File: src/rtl/reg_writeback_ctrl_pkg.sv
// Shared definitions for the register-file write-back slice: widths and
// the write-source encoding used by the port arbiter.
package rv_pkg;
   localparam int XLEN     = 32;
   localparam int AW       = 5;
   localparam int NUM_REGS = 32;

   typedef enum logic [1:0] {
      WB_NONE,
      WB_ALU,
      WB_MEM
   } wb_src_t;
endpackage

File: src/rtl/reg_writeback_ctrl_if.sv
// Memory-result handshake: the load unit offers {rd, data}; the
// write-back controller accepts it with mem_ready.
interface mem_if #(
   parameter int XLEN = rv_pkg::XLEN,
   parameter int AW   = rv_pkg::AW
);
   logic            mem_valid;
   logic            mem_ready;
   logic [AW-1:0]   mem_rd;
   logic [XLEN-1:0] mem_data;

   modport master (output mem_valid, output mem_rd, output mem_data, input mem_ready);
   modport slave  (input mem_valid, input mem_rd, input mem_data, output mem_ready);
endinterface

File: src/rtl/reg_writeback_ctrl_wb_fifo.sv
// Small synchronous FIFO holding pending memory results as {rd, data}.
// DEPTH must be a power of two so the pointers wrap naturally.
module wb_fifo #(
   parameter int DEPTH = 2,
   parameter int W     = 37
) (
   input  logic                       CLK,
   input  logic                       areset,
   input  logic                       push,
   input  logic [W-1:0]               din,
   input  logic                       pop,
   output logic [W-1:0]               dout,
   output logic                       full,
   output logic                       empty,
   output logic [$clog2(DEPTH):0]     count
);
   localparam int PW = $clog2(DEPTH);

   logic [W-1:0]  store [DEPTH];
   logic [PW-1:0] wr_ptr;
   logic [PW-1:0] rd_ptr;

   assign full  = (count == (PW+1)'(DEPTH));
   assign empty = (count == '0);
   assign dout  = store[rd_ptr];

   always_ff @(posedge CLK) begin
      if (push) store[wr_ptr] <= din;
   end

   always_ff @(posedge CLK or negedge areset) begin
      if (!areset) begin
         wr_ptr <= '0;
         rd_ptr <= '0;
         count  <= '0;
      end else begin
         if (push) wr_ptr <= wr_ptr + 1'b1;
         if (pop)  rd_ptr <= rd_ptr + 1'b1;
         case ({push, pop})
            2'b10:   count <= count + 1'b1;
            2'b01:   count <= count - 1'b1;
            default: count <= count;
         endcase
      end
   end
endmodule

File: src/rtl/reg_writeback_ctrl.sv
// Merges ALU and memory results onto the single register-file write port
// and tracks destinations with outstanding loads for hazard detection.
module reg_writeback_ctrl
   import rv_pkg::*;
#(
   parameter int XLEN  = rv_pkg::XLEN,
   parameter int AW    = rv_pkg::AW,
   parameter int DEPTH = 2
) (
   input  logic                    CLK,
   input  logic                    areset,
   input  logic                    alu_valid,
   input  logic [AW-1:0]           alu_rd,
   input  logic [XLEN-1:0]         alu_data,
   mem_if.slave                    mem,
   input  logic                    lsu_issue,
   input  logic [AW-1:0]           lsu_issue_rd,
   input  logic [AW-1:0]           chk_rs1,
   input  logic [AW-1:0]           chk_rs2,
   input  logic [AW-1:0]           chk_rd,
   output logic                    hazard,
   output logic                    WE3,
   output logic [AW-1:0]           A3,
   output logic [XLEN-1:0]         WD3,
   output logic [$clog2(DEPTH):0]  pend_count
);
   localparam int NREGS = 1 << AW;

   wb_src_t             src;
   logic [AW-1:0]       nrd;
   logic [XLEN-1:0]     ndata;
   logic                from_fifo;
   logic                bypass;
   logic                f_push;
   logic                f_full;
   logic                f_empty;
   logic [AW+XLEN-1:0]  f_dout;
   logic [NREGS-1:0]    busy;
   logic [NREGS-1:0]    busy_n;

   wb_fifo #(.DEPTH(DEPTH), .W(AW + XLEN)) u_fifo (
      .CLK   (CLK),
      .areset(areset),
      .push  (f_push),
      .din   ({mem.mem_rd, mem.mem_data}),
      .pop   (from_fifo),
      .dout  (f_dout),
      .full  (f_full),
      .empty (f_empty),
      .count (pend_count)
   );

   assign mem.mem_ready = !f_full;

   // ALU first, then queued memory results, then a direct bypass when idle.
   always_comb begin
      src       = WB_NONE;
      nrd       = '0;
      ndata     = '0;
      from_fifo = 1'b0;
      bypass    = 1'b0;
      if (alu_valid && alu_rd != '0) begin
         src   = WB_ALU;
         nrd   = alu_rd;
         ndata = alu_data;
      end else if (!f_empty) begin
         src          = WB_MEM;
         {nrd, ndata} = f_dout;
         from_fifo    = 1'b1;
      end else if (mem.mem_valid && mem.mem_rd != '0) begin
         src    = WB_MEM;
         nrd    = mem.mem_rd;
         ndata  = mem.mem_data;
         bypass = 1'b1;
      end
   end

   // x0 transfers are accepted by the handshake but never queued.
   assign f_push = mem.mem_valid && !f_full && (mem.mem_rd != '0) && !bypass;

   always_comb begin
      busy_n = busy;
      if (src == WB_MEM) busy_n[nrd] = 1'b0;
      if (lsu_issue && lsu_issue_rd != '0) busy_n[lsu_issue_rd] = 1'b1;
      busy_n[0] = 1'b0;
   end

   always_ff @(posedge CLK or negedge areset) begin
      if (!areset) begin
         busy <= '0;
         WE3  <= 1'b0;
         A3   <= '0;
         WD3  <= '0;
      end else begin
         busy <= busy_n;
         WE3  <= (src != WB_NONE);
         if (src != WB_NONE) begin
            A3  <= nrd;
            WD3 <= ndata;
         end
      end
   end

   function automatic logic reg_hz(input logic [AW-1:0] a);
      return (a != '0) && (busy[a] || (WE3 && A3 == a));
   endfunction

   assign hazard = reg_hz(chk_rs1) || reg_hz(chk_rs2) || reg_hz(chk_rd);
endmodule
File: src/flat_wrapper.sv
// flat-port wrapper written by rule: the top's interface ports become plain ports
module reg_writeback_ctrl_flat import rv_pkg::*;
#(
   parameter int XLEN  = rv_pkg::XLEN,
   parameter int AW    = rv_pkg::AW,
   parameter int DEPTH = 2
)
  (CLK, areset, alu_valid, alu_rd, alu_data, lsu_issue, lsu_issue_rd, chk_rs1, chk_rs2, chk_rd, hazard, WE3, A3, WD3, pend_count, mem_mem_valid, mem_mem_rd, mem_mem_data, mem_mem_ready);
  mem_if #(.XLEN(XLEN), .AW(AW)) mem_i ();
  input  logic CLK;
  input  logic areset;
  input  logic alu_valid;
  input  logic [AW-1:0] alu_rd;
  input  logic [XLEN-1:0] alu_data;
  input  logic lsu_issue;
  input  logic [AW-1:0] lsu_issue_rd;
  input  logic [AW-1:0] chk_rs1;
  input  logic [AW-1:0] chk_rs2;
  input  logic [AW-1:0] chk_rd;
  output logic hazard;
  output logic WE3;
  output logic [AW-1:0] A3;
  output logic [XLEN-1:0] WD3;
  output logic [$clog2(DEPTH):0] pend_count;
  input wire logic [$bits(mem_i.mem_valid)-1:0] mem_mem_valid;
  input wire logic [$bits(mem_i.mem_rd)-1:0] mem_mem_rd;
  input wire logic [$bits(mem_i.mem_data)-1:0] mem_mem_data;
  output wire logic [$bits(mem_i.mem_ready)-1:0] mem_mem_ready;
  assign mem_i.mem_valid = mem_mem_valid;
  assign mem_i.mem_rd = mem_mem_rd;
  assign mem_i.mem_data = mem_mem_data;
  assign mem_mem_ready = mem_i.mem_ready;
  reg_writeback_ctrl #(.XLEN(XLEN), .AW(AW), .DEPTH(DEPTH)) u_core (.CLK(CLK), .areset(areset), .alu_valid(alu_valid), .alu_rd(alu_rd), .alu_data(alu_data), .mem(mem_i), .lsu_issue(lsu_issue), .lsu_issue_rd(lsu_issue_rd), .chk_rs1(chk_rs1), .chk_rs2(chk_rs2), .chk_rd(chk_rd), .hazard(hazard), .WE3(WE3), .A3(A3), .WD3(WD3), .pend_count(pend_count));
endmodule
File: config.mk
export PLATFORM = sky130hd
export DESIGN_NAME = reg_writeback_ctrl_flat
export DESIGN_NICKNAME = d
export VERILOG_FILES = /design/src/rtl/reg_writeback_ctrl_pkg.sv /design/src/rtl/reg_writeback_ctrl_if.sv /design/src/rtl/reg_writeback_ctrl_wb_fifo.sv /design/src/rtl/reg_writeback_ctrl.sv /design/src/flat_wrapper.sv
export SDC_FILE = /design/constraint.sdc
export NUM_CORES = 1
export LEC_CHECK = 0
export ABC_AREA = 1
export CAP_MARGIN = 20
export CORE_AREA = 2 2 123 125
export CTS_CLUSTER_SIZE = 40
export DETAILED_ROUTE_END_ITERATION = 10
export DIE_AREA = 0 0 125 127
export PLACE_DENSITY_LB_ADDON = 0.1
export SLEW_MARGIN = 10
export SYNTH_ARGS = -nofsm -noshare
export SYNTH_HDL_FRONTEND = slang
export SYNTH_SLANG_ARGS = --single-unit
File: constraint.sdc
create_clock -name CLK -period 4 [get_ports CLK]
set_clock_uncertainty 0.15 [all_clocks]
set_input_delay 0.4 -clock CLK [delete_from_list [all_inputs] [get_ports CLK]]
set_output_delay 0.4 -clock CLK [all_outputs]
set_load 0.02 [all_outputs]
Yosys cells after proc, flatten, opt, wreduce, memory -nomap -nowiden
Memories as Yosys holds them, arrays and structs flattened. Index checks and enable logic that the tools add are counted.

Add/sub/neg operators: 4. Multipliers: 0. Divide/modulo/power cells: 0. Magnitude comparators: 7. Equality and inequality tests: 7. Shifts and indexed selects: 0. Muxes and demuxes: 29. Bitwise operators: 3. Reduce and logical (&&, ||, !) cells: 30.

Operators by type and width (number): 32-bit 2-to-1 mux (5); 32-bit AND (1); 32-bit inverter (1); 32-bit bitwise OR (1); 5-bit by 6-bit less-than comparator with 1-bit output, second input constant (5); 5-bit nonzero test (6); 1-bit binary-select mux with 5-bit select (3); 5-bit equality test (3); 5-bit 2-to-1 mux (3); 1-bit logical AND (14); 1-bit 2-to-1 mux (12); 1-bit demux with 5-bit select (2); 5-bit by 1-bit >= comparator with 1-bit output, second input constant (2); 2-bit equality test, second input constant (3); 2-bit 2-to-1 mux (3); 1-bit logical OR (5); 2-bit one-hot mux with 2 select lines (1); 2-bit nonzero test (2); 1-bit adder, second input constant (2); 2-bit by 1-bit adder with 2-bit output, second input constant (1); 2-bit by 1-bit equality test with 1-bit output, second input constant (1); 1-bit zero test (2); 2-bit zero test (1); 2-bit by 1-bit subtractor with 2-bit output, second input constant (1).

Register bits: 73. Bits in latches: 0. Memory bits (writable): 74. Bits in read-only memories: 0. Input bits: 99. Word-level logic and storage cells: 88. Memories: 1.

Memory list: u_core.u_fifo.store (depth 2, bits a word 37, rd ports 1, clocked after Yosys merged registers in 0, wr ports 1, RTL line reg_writeback_ctrl_wb_fifo.sv:19) `logic [W-1:0] store [DEPTH];`.

Logic depth before layout (Yosys ltp)
Depth after elaboration: 14. Depth in mapped cells: 14. Gate-level depth less buffers: 14.

Hierarchy
A second synthesis with hierarchy kept.

Cell total of the unflattened synthesis: 941. Area total of the unflattened synthesis: 7742.4 um^2.

By module, submodules not included: reg_writeback_ctrl (instances 1, cells an instance 724, area an instance 4783.3 um^2, sequential area each 1726.7 um^2); wb_fifo (instances 1, cells an instance 217, area an instance 2959.1 um^2, sequential area each 2322.2 um^2).

Worst setup path after synthesis
No wires, ideal clock.

Path kind: reg2reg. From: register u_core.u_fifo.count[0]. To: memory u_core.u_fifo.store[0][0] (enable). Data arrival time: 2.655 ns. Path slack: 0.764 ns. Stages on the path, launching flop included: 8. Buffers on the path: 1. Clock period less this slack: 3.236 ns. Path through: dfrtp_1 nor2_4 inv_2 buf_6 nor2_1 inv_1 nand3_1 nor2_1.

Word-level cells in the longest chain between the ends: 7. Elaborated cells between the ends (all ways): 11. Classes of those cells: eq/ne (1); mux (4); reduce/logical (6).

Ends and longest elaborated chain: from (decl) (RTL line reg_writeback_ctrl_wb_fifo.sv:15) `output logic [$clog2(DEPTH):0] count`; from (signal assigned) (RTL line reg_writeback_ctrl_wb_fifo.sv:40) `2'b10: count <= count + 1'b1;`; from (signal assigned) (RTL line reg_writeback_ctrl_wb_fifo.sv:41) `2'b01: count <= count - 1'b1;`; from (signal assigned) (RTL line reg_writeback_ctrl_wb_fifo.sv:42) `default: count <= count;`; 2-bit zero test or 2-bit equality test (tied branches) (RTL line reg_writeback_ctrl_wb_fifo.sv:24, reg_writeback_ctrl_wb_fifo.sv:23); 1-bit 2-to-1 mux or 1-bit zero test (tied branches) (RTL line reg_writeback_ctrl.sv:66, reg_writeback_ctrl.sv:79); 1-bit 2-to-1 mux or 1-bit logical AND (tied branches) (RTL line reg_writeback_ctrl.sv:62, reg_writeback_ctrl.sv:79); 1-bit zero test or 1-bit logical AND (tied branches) (RTL line reg_writeback_ctrl.sv:79) `assign f_push = mem.mem_valid && !f_full && (mem.mem_rd != '0) && !bypass;`; 1-bit logical AND (*) (RTL line reg_writeback_ctrl.sv:79); 1-bit 2-to-1 mux (*) (RTL line reg_writeback_ctrl_wb_fifo.sv:28) `if (push) store[wr_ptr] <= din;`; 1-bit 2-to-1 mux (not written as such) (*) (RTL line reg_writeback_ctrl_wb_fifo.sv:28); to (decl) (RTL line reg_writeback_ctrl_wb_fifo.sv:19).

Mark *: on every way between the ends. The rest lies on a longest branch, timed or not.

Worst setup path in the final report
From: input chk_rd[0]. To: output hazard.

Word-level cells in the longest chain between the ends: 5. Elaborated cells between the ends (all ways): 8. Classes of those cells: eq/ne (1); mux (2); reduce/logical (5).

Ends and longest elaborated chain: from (decl) (RTL line flat_wrapper.sv:19) `input logic [AW-1:0] chk_rd;`; 1-bit binary-select mux with 5-bit select or 5-bit equality test (tied branches) (RTL line reg_writeback_ctrl.sv:105) `return (a != '0) && (busy[a] || (WE3 && A3 == a));`; 1-bit 2-to-1 mux (not written as such) or 1-bit logical AND (tied branches) (RTL line reg_writeback_ctrl.sv:105); 1-bit logical OR (RTL line reg_writeback_ctrl.sv:105); 1-bit logical AND (*) (RTL line reg_writeback_ctrl.sv:105); 1-bit logical OR (*) (RTL line reg_writeback_ctrl.sv:108) `assign hazard = reg_hz(chk_rs1) || reg_hz(chk_rs2) || reg_hz(chk_rd);`; to (decl) (RTL line flat_wrapper.sv:20) `output logic hazard;`.

Mark *: on every way between the ends. The rest lies on a longest branch, timed or not. The select of a mux whose other input is x is not followed.

==> summary.txt <==
Yosys warnings: 0
fin nets: 1157
worst-path maximum fanout: 9
setup bufs post-CTS: 0
FF-to-FF End: u_core.u_fifo.count[1]
io pins: 141
hold_buf cts: 0
clock buffer depth: 2
Final setup viols: 0
n_diodes: 0
CTS Buf Count: 17
failing checks: negative hold slack
vias per inst: 5.52
#FFs+latches synth: 147
Die W: 125 um
worst rel slew slack: 27.2%
row cnt: 44
DR WL/cell: 17.9 um
Reg2Reg Depth: 7
sequential area share after synthesis: 53.8%
initial DRC count: 629
PD cells: 676 nW/um^2
commonest non-fill, non-tap cell in the layout: nand2_1
core area: 14400 sq um
critical path, cell by cell: clkdlybuf4s50_1 -> clkinv_1 -> nor2_1 -> a21oi_1 -> nand2_1 -> nand3_1 -> nand2_1 -> nand2_1 -> nand3_1 -> nand2_1 -> nand3_1 -> clkdlybuf4s50_1
synthesized area per cell: 8.19 sq um
# port buffers: 140
Crit. End Element: primary output
routed wire length: 22500 um
largest net degree at the start of global routing: 74
area growth from synthesis to layout: 28.9%
post-cts sizing count: 0
Post-synth EDFFs: 74
first-pass GRT wire length: 36000 um
GPL Wtd Cong: 1.00
VDD IR max: 0.000523 V
worst hold slack: -0.0415 ns
Max Clk Rate: 317 MHz
die area: 15900 sq um
critical path data arrival time: 2.60 ns
Leak: 0.00410 uW
clock latency on the worst-skew pair: 0.43 ns
synth unique cells: 34
crit-path max cell delay: 0.60 ns
Die Span Y: 127 um
Critical Path Source: chk_rd[0]
share of layout cells above drive strength 1: 7.57%
CTS root buf: clkbuf_16
DRC Markers: 0
CTS tree: built
Vias: 6919
most frequent cells in the layout: 345 x nand2_1, 139 x clkdlybuf4s50_1, 86 x nand3_1, 74 x edfxtp_1, 73 x dfrtp_1
Pre-antenna DRT Iters: 5
Synth Cell Area: 7530 sq um
Power, Total: 6560 uW
Min Clock Period, post-route: 3.15 ns
Post-Syn Instances: 919
H-Tree Depth: 4
Crit path top cell by count: nand2_1
grt ovf: 0
vias in the first global route: 6758
final hold violation count: 28
Post-synth ARST share: 49.7%
run status: complete, but fails checks
Starting Density: 52.2%
Max Slew Vio Count: 0
RSZ-0062 raised after global routing: no
Worst Path Class, Setup: input pin to primary output
Least-Margin Pin Slew: 1.08 ns
Filler Cell Count: 1217
Reg2Reg Setup Slack: 1.32 ns
Fin Setup TNS: 0 ns
startpoint type of the worst setup path: input pin
maxcap violations: 0
ys flop type: edfxtp_1
dpl hpwl: 15800 um
post-synth net total: 1019
WP data required: 3.45 ns
Final ANT Viol Nets: 0
worst min path class: input pin to asynchronous set/reset pin
total track usage: 29.1%
fin crit share: 78.8%
CP max stage cell: clkdlybuf4s50_1
CTS Sinks: 147
initial antenna violation count: 0
Worst R2R Start: u_core.u_fifo.count[0]
Clock transition at path regs: 0.06 ns
cells in the mapped netlist, types with 2 or more instances:
cell | count | share of area [%]
clkbuf_1 | 16 | 0.80
nor3_1 | 9 | 0.60
nor2_2 | 3 | 0.25
o21ai_1 | 13 | 0.86
dfrtp_1 | 73 | 24
or2_2 | 13 | 1.1
o21ai_2 | 2 | 0.23
o22ai_1 | 10 | 0.83
inv_1 | 61 | 3.0
buf_2 | 10 | 0.67
edfxtp_1 | 74 | 30
nand3_1 | 86 | 5.7
o211ai_1 | 16 | 1.6
nor2_4 | 4 | 0.60
buf_4 | 4 | 0.40
o31ai_1 | 17 | 1.7
nor2_1 | 70 | 3.5
o21ai_0 | 32 | 2.1
nand2_1 | 345 | 17
xor2_1 | 3 | 0.35
nand2_2 | 5 | 0.42
nand4_1 | 17 | 1.4
inv_2 | 6 | 0.30
a21oi_1 | 19 | 1.3
nand3_2 | 2 | 0.27
flip-flops by register name (all words and copies together), names as in the netlist:
register and count:
u_core.u_fifo.count 2, u_core.A3 5, u_core.busy 31, u_core.u_fifo.store 74, u_core.u_fifo.rd_ptr 1, u_core.WE3 1
u_core.u_fifo.wr_ptr 1, u_core.WD3 32
layout make-up:
type,count,area [sq um],area share [%]
timing repair buffer,152,1490,15.4
tap,184,230,2.37
clock inverter,15,173,1.78
sequential,147,4050,41.7
clock buffer,17,425,4.39
inverter,68,255,2.63
multi-input combinational,671,3080,31.7
cells by family (layout without fill, tap and decap cells):
family                     after synthesis  in the layout  synth area share [%]
xor gates and xnor gates                 4              4                 0.466
AOI/OAI and AO/OA                      110            110                  8.83
and+or+nand+nor                        556            556                  31.2
buffers and inverters                  101            252                  5.52
adders and majority gates                1              1                 0.166
DFF                                    147            147                  53.8
worst max-delay path by stage:
stage,endpoint,slack (ns),depth (start not counted)
after global placement,hazard,0.85,12
after floorplan,u_core.u_fifo.store[0][0],0.76,7
final,hazard,0.85,12
after CTS,hazard,0.85,12
after global routing,hazard,0.60,12
after detailed placement,u_core.u_fifo.count[1],0.83,10
layer usage:
metal	GRT usage [%]	vias up	part of all wire, %
met3	6.91	58	6.8
met4	14.2	0	4.3
met1	36.7	3244	40
met5	0	-	0
li1	-	3331	-
met2	47.7	286	49
power by group:
part           switching (uW)  total (uW)  internal [uW]
clock                     678        1610            936
sequential                369        2480           2120
combinational            1550        2460            910
critical path: cells and delay by family:
family	cells	cell delay, ns
AO/OA/AOI/OAI	1	0.11
AND/OR/NAND/NOR	8	0.78
buffers and inverters	3	1.30
per-stage QoR:
| step | std cells | utilization [%] | hold WS [ns] | cell area (sq um) | setup WS [ns] |
|---|---|---|---|---|---|
| global placement | 1222 | 63.1 | 0.305 | 9100 | 0.852 |
| global route | 1254 | 67.2 | 0.0418 | 9700 | 0.598 |
| CTS | 1254 | 67.2 | 0.00921 | 9700 | 0.845 |
| finish | 1254 | 67.2 | -0.0415 | 9700 | 0.848 |
| detailed placement | 1222 | 63.1 | 0.312 | 9100 | 0.835 |
| floorplan | 919 | - | -0.0456 | 7530 | 0.764 |
(Power assumes the default switching activity.)
